$ cat src/rtl/bus_sequencer_if.sv
// Bus-sequencer signal bundle: SPI handshake plus bus timing strobes.
// master = sequencer side, slave = consumer (spi1 / bus decode).
interface bus_sequencer_if;
    logic       spi_valid_i;
    logic       spi_ready_o;
    logic       spi_en_o;
    logic       cpu_en_o;
    logic       cpu_clk_o;
    logic       cpu_be_o;
    logic       vid_en_o;
    logic       vid_slot_o;
    logic       clk8_o;
    logic [3:0] tick_o;

    modport master (
        input  spi_valid_i,
        output spi_ready_o, spi_en_o, cpu_en_o, cpu_clk_o,
        output cpu_be_o, vid_en_o, vid_slot_o, clk8_o, tick_o
    );

    modport slave (
        output spi_valid_i,
        input  spi_ready_o, spi_en_o, cpu_en_o, cpu_clk_o,
        input  cpu_be_o, vid_en_o, vid_slot_o, clk8_o, tick_o
    );
endinterface

$ cat src/rtl/bus_sequencer.sv
// Bus sequencer: splits each 1 us CPU cycle into eight 125 ns slots
// (video, SPI, turnaround, phi2) and serves one SPI transaction per frame.
module bus_sequencer #(
    parameter bit          VIDEO_EN = 1'b1,
    parameter int unsigned SPI_SLOT = 2
) (
    input  logic               clk_sys_i,
    input  logic               reset_i,
    bus_sequencer_if.master    bus
);

    typedef enum logic [1:0] {
        IDLE,
        PENDING,
        ACTIVE
    } spi_state_e;

    // Last tick of the slot before ours, and last tick of our slot.
    localparam logic [3:0] GRANT_TICK = 4'((2 * SPI_SLOT + 15) % 16);
    localparam logic [3:0] LAST_TICK  = 4'((2 * SPI_SLOT + 1) % 16);

    spi_state_e state_q, state_d;
    logic [3:0] tick_q, tick_d;
    logic       run_q, run_d;
    logic       spi_ready_q, spi_ready_d;
    logic       spi_en_q, spi_en_d;
    logic       cpu_en_q, cpu_en_d;
    logic       cpu_clk_q, cpu_clk_d;
    logic       cpu_be_q, cpu_be_d;
    logic       vid_en_q, vid_en_d;
    logic       vid_slot_q, vid_slot_d;
    logic       clk8_q, clk8_d;

    // Next tick, SPI request FSM and registered slot decode of the next tick.
    // run_q holds tick 0 for the first free cycle so it follows reset cleanly.
    always_comb begin
        run_d       = 1'b1;
        tick_d      = run_q ? tick_q + 4'd1 : 4'd0;
        state_d     = state_q;
        spi_ready_d = 1'b0;

        unique case (state_q)
            IDLE: begin
                if (bus.spi_valid_i) state_d = PENDING;
            end
            PENDING: begin
                if (tick_q == GRANT_TICK) state_d = ACTIVE;
            end
            ACTIVE: begin
                if (tick_q == LAST_TICK) begin
                    state_d     = IDLE;
                    spi_ready_d = 1'b1;
                end
            end
            default: state_d = IDLE;
        endcase

        spi_en_d   = (state_d == ACTIVE);
        clk8_d     = tick_d[0];
        vid_en_d   = VIDEO_EN && (tick_d < 4'd4);
        vid_slot_d = VIDEO_EN && (tick_d[3:1] == 3'd1);
        cpu_clk_d  = tick_d[3];
        cpu_en_d   = (tick_d[3:1] == 3'd7);
        cpu_be_d   = (tick_d >= 4'd6) && !spi_en_d;
    end

    // State and output registers with synchronous reset.
    always_ff @(posedge clk_sys_i) begin
        if (reset_i) begin
            state_q     <= IDLE;
            tick_q      <= 4'd0;
            run_q       <= 1'b0;
            spi_ready_q <= 1'b0;
            spi_en_q    <= 1'b0;
            cpu_en_q    <= 1'b0;
            cpu_clk_q   <= 1'b0;
            cpu_be_q    <= 1'b0;
            vid_en_q    <= 1'b0;
            vid_slot_q  <= 1'b0;
            clk8_q      <= 1'b0;
        end else begin
            state_q     <= state_d;
            tick_q      <= tick_d;
            run_q       <= run_d;
            spi_ready_q <= spi_ready_d;
            spi_en_q    <= spi_en_d;
            cpu_en_q    <= cpu_en_d;
            cpu_clk_q   <= cpu_clk_d;
            cpu_be_q    <= cpu_be_d;
            vid_en_q    <= vid_en_d;
            vid_slot_q  <= vid_slot_d;
            clk8_q      <= clk8_d;
        end
    end

    assign bus.tick_o      = tick_q;
    assign bus.spi_ready_o = spi_ready_q;
    assign bus.spi_en_o    = spi_en_q;
    assign bus.cpu_en_o    = cpu_en_q;
    assign bus.cpu_clk_o   = cpu_clk_q;
    assign bus.cpu_be_o    = cpu_be_q;
    assign bus.vid_en_o    = vid_en_q;
    assign bus.vid_slot_o  = vid_slot_q;
    assign bus.clk8_o      = clk8_q;

endmodule

$ cat src/flat_wrapper.sv
// flat-port wrapper written by rule: the top's interface ports become plain ports
module bus_sequencer_flat 
#(
    parameter bit          VIDEO_EN = 1'b1,
    parameter int unsigned SPI_SLOT = 2
)
  (clk_sys_i, reset_i, bus_spi_valid_i, bus_spi_ready_o, bus_spi_en_o, bus_cpu_en_o, bus_cpu_clk_o, bus_cpu_be_o, bus_vid_en_o, bus_vid_slot_o, bus_clk8_o, bus_tick_o);
  bus_sequencer_if bus_i ();
  input  logic clk_sys_i;
  input  logic reset_i;
  input wire logic [$bits(bus_i.spi_valid_i)-1:0] bus_spi_valid_i;
  output wire logic [$bits(bus_i.spi_ready_o)-1:0] bus_spi_ready_o;
  output wire logic [$bits(bus_i.spi_en_o)-1:0] bus_spi_en_o;
  output wire logic [$bits(bus_i.cpu_en_o)-1:0] bus_cpu_en_o;
  output wire logic [$bits(bus_i.cpu_clk_o)-1:0] bus_cpu_clk_o;
  output wire logic [$bits(bus_i.cpu_be_o)-1:0] bus_cpu_be_o;
  output wire logic [$bits(bus_i.vid_en_o)-1:0] bus_vid_en_o;
  output wire logic [$bits(bus_i.vid_slot_o)-1:0] bus_vid_slot_o;
  output wire logic [$bits(bus_i.clk8_o)-1:0] bus_clk8_o;
  output wire logic [$bits(bus_i.tick_o)-1:0] bus_tick_o;
  assign bus_i.spi_valid_i = bus_spi_valid_i;
  assign bus_spi_ready_o = bus_i.spi_ready_o;
  assign bus_spi_en_o = bus_i.spi_en_o;
  assign bus_cpu_en_o = bus_i.cpu_en_o;
  assign bus_cpu_clk_o = bus_i.cpu_clk_o;
  assign bus_cpu_be_o = bus_i.cpu_be_o;
  assign bus_vid_en_o = bus_i.vid_en_o;
  assign bus_vid_slot_o = bus_i.vid_slot_o;
  assign bus_clk8_o = bus_i.clk8_o;
  assign bus_tick_o = bus_i.tick_o;
  bus_sequencer #(.VIDEO_EN(VIDEO_EN), .SPI_SLOT(SPI_SLOT)) u_core (.clk_sys_i(clk_sys_i), .reset_i(reset_i), .bus(bus_i));
endmodule
$ cat config.mk
export PLATFORM = sky130hd
export DESIGN_NAME = bus_sequencer_flat
export DESIGN_NICKNAME = d
export VERILOG_FILES = /design/src/rtl/bus_sequencer_if.sv /design/src/rtl/bus_sequencer.sv /design/src/flat_wrapper.sv
export SDC_FILE = /design/constraint.sdc
export NUM_CORES = 1
export LEC_CHECK = 0
export BUFFER_PORTS_ARGS = -buffer_cell sky130_fd_sc_hd__buf_2
export CORE_MARGIN = 1.5
export CORE_UTILIZATION = 40
export DETAILED_ROUTE_END_ITERATION = 12
export PLACE_DENSITY = 0.61
export REMOVE_ABC_BUFFERS = 1
export SYNTH_ARGS = -nofsm -noshare
export SYNTH_HDL_FRONTEND = slang
export SYNTH_SLANG_ARGS = --single-unit
$ cat constraint.sdc
create_clock -name clk_sys_i -period 2.45 [get_ports clk_sys_i]
set_input_delay 0.1225 -clock clk_sys_i [delete_from_list [all_inputs] [get_ports clk_sys_i]]
set_output_delay 0.1225 -clock clk_sys_i [all_outputs]
set_load 0.03 [all_outputs]
==> impl_summary.log, run 1 <==
[metrics] reported net switching power: 0.0897 mW
[metrics] total standard cell area after synthesis: 528 um^2
[metrics] DP Cell Count: 78
[metrics] layout cells sized above 1: 0.294
[metrics] setup total negative slack: 0 ns
[metrics] portion of total power attributed to combinational logic: 0.071
[metrics] antenna-violating nets left: 0
[metrics] sequential group share of total power: 0.587
[metrics] number of placed I/O pins: 15
[metrics] syn_area_per_cell: 10.2 um^2
[metrics] Final Core Density: 0.535
[metrics] critical-path cell list: ha_1, xnor2_1, nor3b_1, o2111a_1
[metrics] flip-flop and latch area: 260 um^2
[metrics] cell-internal power: around 0.29 mW
[metrics] Final Critical Period: between 1 and 1.5 ns
[metrics] starting density of the core: 0.451
[metrics] detailed placer's ending HPWL: 719 um
[metrics] commonest cells after routing, fill and taps aside: 14 x buf_2, 13 x dfxtp_1, 5 x nor2_1
[metrics] ys async rst share: 0
[metrics] type of the worst setup path: reg2reg
[metrics] core area: 1170 um^2
[metrics] buffer cell driving the clock tree root: clkbuf_4
[metrics] Unique masters post-synth: 25
[metrics] global placement routability congestion: 0.783
[metrics] buffers added on ports: 14
[metrics] total of cells resized after clock tree synthesis: 0
[metrics] Final WS setup: 1.05 ns
[metrics] Ys Warns: 0
[metrics] slew at the pin closest to its max-slew limit: 0.314 ns
[metrics] post-place setup slack: 1.08 ns
[metrics] run status: completed
[metrics] combined global-route utilization of all metal layers: 0.146
[metrics] most used flip-flop cell after synthesis: dfxtp_1
[metrics] Total Nets Final: 74
[metrics] total count of hold-check failures in the final report: 0
[metrics] clock group share of total power: 0.342
[metrics] Max Transition Viols Final: 0
[metrics] synthesized instance count: 52
[metrics] deepest clock path buffer count: 2
[metrics] Post-CTS Setup Repair Bufs: 0
[metrics] cts bufs inserted: 3
[metrics] CP required: 2.62 ns
[metrics] diode insertion count for antenna repair: 0
[metrics] arrival time reported for the critical path endpoint: 1.57 ns
[metrics] fmax: 712 MHz
[metrics] filler instances: 124
[metrics] post-route non-filler standard cell count: 82
[metrics] power density over the cells: a little over 600 nW/um^2
[metrics] total area of multi-input combinational cells: 238 um^2
[metrics] first-pass GRT wire length: around 1500 um
[metrics] Placement Rows: 12
[metrics] DIE AREA: between 1500 and 2000 um^2
[metrics] die outline height: 39.3 um
[metrics] horizontal die dimension: 39.3 um
[metrics] Max FO, Critical Path: 8
[metrics] clock-pin slew on the worst setup and hold paths: 0.08 ns
[metrics] final routed wirelength across all metal layers: just over 900 um
[metrics] worst voltage drop across the vdd grid: 467 uV
[metrics] clock sinks: 13
[metrics] sequential fraction of the synthesis area: 0.493
[metrics] Initial DRT Pass Iterations: 4
[metrics] depth of the CTS H-tree: 1
[metrics] relative area change from synthesis to final layout: 18.7%
[metrics] number of synthesized flops with an enable pin: 0
[metrics] flip-flop and latch count after synthesis: 13
[metrics] path class of the lowest-slack min-delay path: in2reg
[metrics] standby leakage power: 0.285 nW
[metrics] Routed wire per std cell: 11.3 um
[metrics] via total after detailed routing: 401
[metrics] insertion delay of the later-clocked pin in the worst-skew pair: 0.27 ns
[metrics] startpoint class of the critical path: flop
[metrics] final global-route overflow total: 0
[metrics] Vias/cell: 4.89
[metrics] largest incremental delay on the critical path: ~0.47 ns
[metrics] commonest non-fill, non-tap cell in the layout: buf_2
[metrics] initial antenna violation count: 0
[metrics] number of setup violations in the final report: 0
[metrics] crit end category: flop
[metrics] setup repair after global routing missed its margin: false
[metrics] power consumption: 0.379 mW
[metrics] Final Cycle Share: 0.573
[metrics] Initial DRC Count: 12
[metrics] TritonCTS clock tree: done
[metrics] Post-Route Skew: around 0.0022 ns
[metrics] max cap viols: 0
[metrics] largest net degree at the start of global routing: 11
[metrics] hold bufs inserted after CTS: 0
[metrics] number of global-route vias before repair: about 310
[metrics] slowest CP cell: dfxtp_1
[metrics] net switching fraction of the power: 0.237
[metrics] DRC: 0
[metrics] Slew HR: 0.788
[routing by layer]
layer  track usage  vias to the layer above  wire [um]
met5             0                        -          0
li1              -                      212          -
met2         0.188                       11        392
met3        0.0511                        0         48
met1         0.221                      178        487
met4        0.0517                        0          0
[state kept, by name, summed over array words and instances, names as in the netlist]
signal / cells
u_core.bus.tick_o: 3
u_core.state_q: 2
u_core.bus.cpu_be_o: 1
u_core.bus.cpu_clk_o: 1
u_core.bus.cpu_en_o: 1
u_core.bus.spi_en_o: 1
u_core.bus.spi_ready_o: 1
u_core.bus.vid_en_o: 1
u_core.bus.vid_slot_o: 1
u_core.run_q: 1
[logic make-up (layout without fill, tap and decap cells)]
kind of cell | count (synthesis) | after routing | share of synthesized area
muxes | 2 | 2 | 0.0474
buffers and inverters | 6 | 22 | 0.0569
xor gates and xnor gates | 1 | 1 | 0.0166
adders and majority gates | 2 | 2 | 0.0474
and+or+nand+nor | 20 | 20 | 0.223
DFF | 13 | 13 | 0.493
AOI/OAI and AO/OA | 8 | 8 | 0.116
[power by group through the flow]
stage	logic [mW]	clock network, mW	registers [mW]
CTS	0.0273	0.134	0.222
finish	0.0270	0.129	0.222
floorplan	0.00951	0	0.235
global route	0.0295	0.143	0.223
global placement	0.0272	0	0.227
detailed placement	0.0272	0	0.227
[worst paths after layout]
path | depth (start not counted) | startpoint | slack [ns] | to
setup reg to reg | 4 | u_core.bus.tick_o[0] | 1.05 | u_core.bus.cpu_be_o
hold reg to reg | 1 | u_core.state_q[1] | 0.47 | u_core.state_q[0]
hold / removal | 2 | reset_i | 0.11 | u_core.state_q[1]
setup / recovery | 4 | u_core.bus.tick_o[0] | 1.05 | u_core.bus.cpu_be_o
[Yosys cell counts (2+ instances only)]
master / instances / area share
buf_4: 2 / 0.028
inv_1: 4 / 0.028
dfxtp_1: 13 / 0.49
nand2_1: 3 / 0.021
nor3_1: 2 / 0.019
a21oi_1: 2 / 0.019
ha_1: 2 / 0.047
nand3b_1: 2 / 0.028
nor2_1: 5 / 0.036
nor2b_1: 2 / 0.024
[critical path: cells and delay by family (launching register included)]
kind | cells | cell delay, ns
XOR/XNOR | 1 | 0.20
AND/OR/NAND/NOR | 1 | 0.10
flip-flops | 1 | 0.47
adder cells (fa/ha/maj) | 1 | 0.30
AO/OA/AOI/OAI | 1 | 0.23
[per-stage QoR]
| stage | hold WS [ns] | instance area (um^2) |
|---|---|---|
| 3_5_place_dp | 0.393 | 601 |
| 2_1_floorplan | 0.192 | 513 |
| 3_3_place_gp | 0.390 | 601 |
| 6_report | 0.109 | 627 |
| 5_1_grt | 0.122 | 627 |
| 4_1_cts | 0.0996 | 627 |
[layout make-up]
cell class | count | share of cell area
Timing Repair Buffer | 14 | 0.112
Multi-Input combinational cell | 33 | 0.379
Tap cell | 14 | 0.0279
Clock buffer | 4 | 0.0419
Inverter | 4 | 0.0240
Sequential cell | 13 | 0.415
Note: power is estimated with default switching activity, not from simulation.
==> run 2: changes to the inputs <==
--- a/config.mk
+++ b/config.mk
@@ -9,7 +9,7 @@
 export CORE_MARGIN = 1.5
 export CORE_UTILIZATION = 40
 export DETAILED_ROUTE_END_ITERATION = 12
-export PLACE_DENSITY = 0.61
+export PLACE_DENSITY = 0.63
 export REMOVE_ABC_BUFFERS = 1
 export SYNTH_ARGS = -nofsm -noshare
 export SYNTH_HDL_FRONTEND = slang
==> constraint.sdc (replaced) <==
create_clock -name clk_sys_i -period 1.25 [get_ports clk_sys_i]
set_input_delay 0.0625 -clock clk_sys_i [delete_from_list [all_inputs] [get_ports clk_sys_i]]
set_output_delay 0.0625 -clock clk_sys_i [all_outputs]
set_load 0.03 [all_outputs]
==> impl_summary.log, run 2 (synthesis results as in run 1) <==
[metrics] flip-flop count of the largest register, all copies and words added: 3
[metrics] first-pass GRT wire length: 1800 um
[metrics] filler instances: around 110
[metrics] Vias/cell: 5.07
[metrics] total count of hold-check failures in the final report: 0
[metrics] cts bufs inserted: 3
[metrics] largest net degree at the start of global routing: 11
[metrics] layout cells sized above 1: 0.486
[metrics] buffer cell driving the clock tree root: clkbuf_4
[metrics] dpl cell area: approximately 650 um^2
[metrics] detailed placer's ending HPWL: approximately 800 um
[metrics] Largest delay share family, worst path: flip-flops
[metrics] run status: completed
[metrics] commonest cells after routing, fill and taps aside: 14 x buf_2, 10 x dfxtp_1, 6 x buf_4
[metrics] standby leakage power: 0.318 nW
[metrics] post-route design area: 744 um^2
[metrics] Final WS setup: around 0.049 ns
[metrics] buffers added on ports: 14
[metrics] Initial DRT Pass Iterations: 3
[metrics] Post-CTS Setup Repair Bufs: 0
[metrics] setup repair after global routing missed its margin: false
[metrics] Crit path buffers/inverters: 0
[metrics] arrival time reported for the critical path endpoint: about 1.4 ns
[metrics] Placement Rows: 12
[metrics] worst voltage drop across the vdd grid: 592 uV
[metrics] number of placed I/O pins: 15
[metrics] Final Cycle Share: 0.961
[metrics] Max Transition Viols Final: 0
[metrics] core area: 1170 um^2
[metrics] slew at the pin closest to its max-slew limit: about 0.26 ns
[metrics] type of the worst setup path: reg2reg
[metrics] starting density of the core: 0.451
[metrics] CP required: 1.42 ns
[metrics] Total Nets Final: 80
[metrics] final routed wirelength across all metal layers: 1160 um
[metrics] global placement routability congestion: 0.719
[metrics] Max FO, Critical Path: 5
[metrics] horizontal die dimension: slightly below 40 um
[metrics] startpoint class of the critical path: flop
[metrics] depth of the CTS H-tree: 1
[metrics] TritonCTS clock tree: done
[metrics] relative area change from synthesis to final layout: 41.0%
[metrics] DP Cell Count: 84
[metrics] critical-path cell list: and3_4, mux2_4, o2111a_1
[metrics] max cap viols: 0
[metrics] clock-pin slew on the worst setup and hold paths: 0.08 ns
[metrics] DRC: 0
[metrics] deepest clock path buffer count: 2
[metrics] combined global-route utilization of all metal layers: 0.184
[metrics] post-route non-filler standard cell count: 88
[metrics] final global-route overflow total: 0
[metrics] clock sinks: 13
[metrics] number of setup violations in the final report: 0
[metrics] Slew HR: 0.823
[metrics] DIE AREA: 1550 um^2
[metrics] post-place setup slack: -0.0550 ns
[metrics] power consumption: 0.759 mW
[metrics] path class of the lowest-slack min-delay path: in2reg
[metrics] Routed wire per std cell: about 13 um
[metrics] Post-Route Skew: 0.00685 ns
[metrics] number of global-route vias before repair: about 440
[metrics] diode insertion count for antenna repair: 0
[metrics] crit end category: flop
[metrics] insertion delay of the later-clocked pin in the worst-skew pair: 0.28 ns
[metrics] power density over the cells: 1020 nW/um^2
[metrics] via total after detailed routing: 446
[metrics] die outline height: 39.3 um
[metrics] Final Critical Period: 1.20 ns
[metrics] largest incremental delay on the critical path: 0.38 ns
[metrics] slowest CP cell: dfxtp_4
[metrics] fmax: 832 MHz
[metrics] commonest non-fill, non-tap cell in the layout: buf_2
[metrics] antenna-violating nets left: 0
[metrics] initial antenna violation count: 0
[metrics] Initial DRC Count: 12
run 2: cell count changes in the layout (fill, tap and decap cells not counted), moves of 2 or more:
cell,change
dfxtp_4,+2
dfxtp_1,-3
ha_1,-2
ha_4,+2
buf_4,+6
run 2: cell type report:
| class | count | area, um^2 | area share |
|---|---|---|---|
| Timing Repair Buffer | 20 | 115 | 0.155 |
| Sequential cell | 13 | 269 | 0.361 |
| Multi-Input combinational cell | 33 | 302 | 0.405 |
| Tap cell | 14 | 17.5 | 0.0235 |
| Clock buffer | 4 | 26.3 | 0.0353 |
| Inverter | 4 | 15.0 | 0.0202 |
run 2: metrics by stage:
stage	TNS, ns	hold WS (ns)	util
after floorplan	-3.15	0.132	-
after detailed placement	-0.163	0.332	0.551
after CTS	0	0.0254	0.579
final	0	0.0301	0.636
after global routing	0	0.0200	0.636
after global placement	-0.00397	0.331	0.551
run 2: worst paths after layout:
path                         from              endpoint  slack [ns]  cells after the start
max          u_core.bus.tick_o[1]   u_core.bus.cpu_be_o        0.05                      3
min                       reset_i  u_core.bus.cpu_clk_o        0.03                      2
max reg2reg  u_core.bus.tick_o[1]   u_core.bus.cpu_be_o        0.05                      3
min reg2reg     u_core.state_q[1]     u_core.state_q[0]        0.46                      1
run 2: timing repair:
action,4_1_cts,5_1_grt
setup endpoints to repair,5,4
gates resized for setup,5,10
pin swaps,0,2
endpoints found under the hold margin,0,0
hold buffers,0,0
run 2: report_power, final:
| part | switching [mW] | total, mW | internal [mW] | leakage, nW |
|---|---|---|---|---|
| clock | 0.130 | 0.254 | 0.124 | 0.0150 |
| combinational | 0.0415 | 0.0711 | 0.0296 | 0.194 |
| sequential | 0.0117 | 0.434 | 0.423 | 0.108 |
| total | 0.183 | 0.759 | 0.576 | 0.318 |
run 2: layer usage:
layer  GRT usage  vias to the layer above  share of wire  wire [um]
met5           0                        -              0          0
met4      0.0517                        0         0.0078          9
met3       0.102                        2          0.059         68
met2       0.304                       12           0.52        601
met1       0.201                      208           0.41        479
li1            -                      224              -          -
run 2: worst reg2reg max path: stages (launching register included):
cell	delay, ns
dfxtp_4	0.38
and3_4	0.20
mux2_4	0.29
o2111a_1	0.23
